## src/rtl/sha256_result_checker_golden_nonce_fifo.sv

```systemverilog
// Synchronous FIFO for golden nonces with a valid/ready read side.
// Reports whether an offered push was accepted or dropped on a full FIFO.
module golden_nonce_fifo #(
  parameter int DEPTH = 4,
  parameter int W     = 32
) (
  input  logic         clk,
  input  logic         reset,
  input  logic         i_push,
  input  logic [W-1:0] i_data,
  input  logic         i_ready,
  output logic         o_valid,
  output logic [W-1:0] o_data,
  output logic         o_full,
  output logic         o_accept,
  output logic         o_drop
);

  localparam int PW = $clog2(DEPTH);
  localparam int CW = PW + 1;

  logic [W-1:0]  r_mem [DEPTH];
  logic [PW-1:0] r_wr;
  logic [PW-1:0] r_rd;
  logic [CW-1:0] r_count;
  logic          w_pop;

  // Read handshake: the head entry leaves on any cycle where o_valid and
  // i_ready are both high; o_valid/o_data hold steady while i_ready is low.
  assign o_valid  = (r_count != '0);
  assign o_full   = (r_count == CW'(DEPTH));
  assign w_pop    = o_valid & i_ready;
  assign o_accept = i_push & (~o_full | w_pop);
  assign o_drop   = i_push & o_full & ~w_pop;
  assign o_data   = o_valid ? r_mem[r_rd] : '0;

  always_ff @(posedge clk) begin
    if (reset) begin
      r_wr    <= '0;
      r_rd    <= '0;
      r_count <= '0;
    end else begin
      if (o_accept) r_wr <= r_wr + 1'b1;
      if (w_pop)    r_rd <= r_rd + 1'b1;
      case ({o_accept, w_pop})
        2'b10:   r_count <= r_count + 1'b1;
        2'b01:   r_count <= r_count - 1'b1;
        default: r_count <= r_count;
      endcase
    end
  end

  always_ff @(posedge clk) begin
    if (o_accept) r_mem[r_wr] <= i_data;
  end

endmodule

```

## config.mk

```make
export PLATFORM = sky130hd
export DESIGN_NAME = golden_nonce_fifo
export DESIGN_NICKNAME = d
export VERILOG_FILES = /design/src/rtl/sha256_result_checker_golden_nonce_fifo.sv
export SDC_FILE = /design/constraint.sdc
export NUM_CORES = 1
export LEC_CHECK = 0
export ABC_AREA = 1
export ABC_CLOCK_PERIOD_IN_PS = 2700
export CAP_MARGIN = 10
export CORE_UTILIZATION = 55
export CTS_BUF_LIST = sky130_fd_sc_hd__clkbuf_8 sky130_fd_sc_hd__clkbuf_16
export CTS_CLUSTER_SIZE = 30
export DETAILED_ROUTE_END_ITERATION = 6
export PLACE_DENSITY = 0.84
export SYNTH_ARGS = -nofsm -noshare
export SYNTH_HDL_FRONTEND = slang
export SYNTH_SLANG_ARGS = --single-unit
```

## constraint.sdc

```tcl
create_clock -name clk -period 2.7 [get_ports clk]
set_input_delay 0.27 -clock clk [delete_from_list [all_inputs] [get_ports clk]]
set_output_delay 0.27 -clock clk [all_outputs]
set_load 0.01 [all_outputs]
```

==> flow_metrics.tcl <==
set metrics [dict create \
    cts_root_buf "clkbuf_8" \
    htreeDepth 4 \
    drive_above_1_share_pct 11.9 \
    grt_usage_pct 25.0 \
    dp.cells 639 \
    overflow 0 \
    wl_per_cell_um 18.0 \
    worstSetupPathType "flop to output pin" \
    seq_area_frac_synth_pct 73.7 \
    postRouteAntennaNets 0 \
    antenna_found_initial 0 \
    fin_crit_sh_pct 95.5 \
    fin_skew_ns 0.00929 \
    synth_area_leaders "edfxtp_1, nor2_1, o21ai_1" \
    area_growth_pct 29.4 \
    die_x_um 102 \
    required_ns 2.43 \
    dr_total_vias 3814 \
    coreArea_um2 9680 \
    antenna_cells 0 \
    synth_warnings 0 \
    avgSynthCellArea_um2 12.2 \
    synth_top_area_share_pct 70.4 \
    finalSetupViolCount 0 \
    synthArstFlopShare_pct 0 \
    min_period_ns 2.58 \
    fmax_mhz 388 \
    worstHoldPathCells 2 \
    grt_pass1_wl_um 18700 \
    dp_hpwl_um 6880 \
    r2r_cells 7 \
    placed_area_um2 6360 \
    worstSetupEndpointType "output pin" \
    synth_edf_count 128 \
    grt_pass1_vias 3801 \
    cp-start-kind "flop" \
    p_total_mw 6.42 \
    rows 36 \
    status "complete, no violations" \
    fin_area_um2 7070 \
    ys_ff_latch 137 \
    finalHoldViolCount 0 \
    fin_nets 575 \
    rsz0062_at_grt "no" \
    clock-sinks 137 \
    cts_buffer_depth 2 \
    ys_types 22 \
    slowest_delay_ns 0.59 \
    crit_family "buffers and inverters" \
    critPathBufInv 3 \
    drtIter0Drc 301 \
    maxCapViolCount 0 \
    path_clk_slew_ns 0.06 \
    cellLeakagePower_nw 2.50 \
    cpMaxStageDelayCell "clkdlybuf4s50_1" \
    drc 0 \
    hold_ws_ns 0.363 \
    power_density_nw_per_um2 908 \
    slew_headroom_pct 72.6 \
    critical_path_depth 6 \
    path_cells "clkinvlp_4 > buf_4 > nor2_1 > o21ai_1 > a21oi_1 > clkdlybuf4s50_1" \
    ys.flop_type "edfxtp_1" \
    grt_max_degree 53 \
    cts_hold_buf 0 \
    layout.cells.non_filler 680 \
    worst_slew_pin_slew_ns 0.411 \
    synthCells 446 \
    drt_pre_antenna_iters 5 \
    io_pins 72 \
    initial_core_util_pct 56.4 \
    syn-num-nets 487 \
    tns_ns 0 \
    avgViaCountPerCell 5.61 \
    die-area_um2 10300 \
    synth_area_um2 5460 \
    cts_made_buffers 17 \
    ir_drop_v 0.000612 \
    die_h_um 102 \
    yosysTopAreaCell "edfxtp_1" \
    portBuffers 71 \
    tritoncts "built" \
    path_max_fanout 11 \
    wl_um 12200 \
    maxSlewViolCount 0 \
    min-delay-path-class "input pin to flop" \
    globalplace.congestion 0.813 \
    synth_top_cells_by_count "nor2_1, edfxtp_1, o21ai_1" \
    clock_latency_ns 0.52 \
    cp.arrival_ns 2.31 \
    yosysMostFrequentCell "nor2_1" \
]
stage by stage:
stage | setup slack (ns) | utilization [%]
6_report | 0.123 | 73.0
5_1_grt | 0.0336 | 73.0
4_1_cts | 0.0324 | 72.4
3_5_place_dp | 0.440 | 65.7
3_3_place_gp | 0.525 | 65.7
2_1_floorplan | 0.197 | -
cells by family after synthesis:
logic type,after synthesis,share of synthesized area (%)
XOR/XNOR,1,0.160
AO/OA/AOI/OAI,107,9.85
adder cells (fa/ha/maj),5,1.28
AND/OR/NAND/NOR,154,11.0
buffers and inverters,42,4.05
flip-flops,137,73.7
final timing paths:
| path | start | to | slack, ns |
|---|---|---|---|
| min reg2reg | r_rd[0] | flop | 0.51 |
| max reg2reg | r_count[1] | r_mem[0][4] | 0.91 |
| min | reset | flop | 0.36 |
| max | flop | o_data[21] | 0.12 |
final cells by class:
type / instances / area, um^2
sequential: 137 / 4030
fill: 577 / 2620
multi-input combinational: 267 / 1250
timing repair buffer: 92 / 926
clock buffer: 17 / 414
clock inverter: 15 / 206
tap: 133 / 166
inverter: 19 / 81.3
sequential cells by signal, indices dropped and copies added, names as in the netlist, named ones only:
signal / flops
r_mem: 128
r_count: 3
r_rd: 2
r_wr: 2
where the power goes:
part / switching, mW / leakage (nW) / internal (mW)
combinational: 0.803 / 0.947 / 0.678
sequential: 0.0573 / 1.25 / 2.46
clock: 0.844 / 0.304 / 1.58
layout by cell type, fill, tap and decap left out:
master	n
nand4_1	2
o21ai_1	44
xor2_1	1
clkinv_1	3
clkbuf_16	16
clkbuf_4	1
buf_6	2
clkinv_2	4
a21boi_0	1
clkinv_4	2
edfxtp_1	128
a21oi_1	39
nor2_4	4
clkinvlp_4	3
nand2_1	7
nand2_2	4
nor2_1	132
clkdlybuf4s50_1	71
ha_1	4
inv_1	14
bufinv_16	5
clkbuf_8	1
fa_1	1
dfxtp_1	8
buf_12	4
buf_4	14
inv_4	1
nor2_2	1
dfxtp_4	1
o21ai_0	23
inv_2	2
nand3_1	4
metal layers:
metal | wire length (um) | global-route usage, %
met1 | 4740 | 29.8
met2 | 6390 | 43.1
met3 | 922 | 7.04
met4 | 180 | 9.92
met5 | 0 | 0
repair_timing:
action / 4_1_cts / 5_1_grt
endpoints found under the setup margin: 11 / 26
setup buffers: 3 / 6
gates resized for setup: 3 / 4
Power figures use the tool's default switching activity.
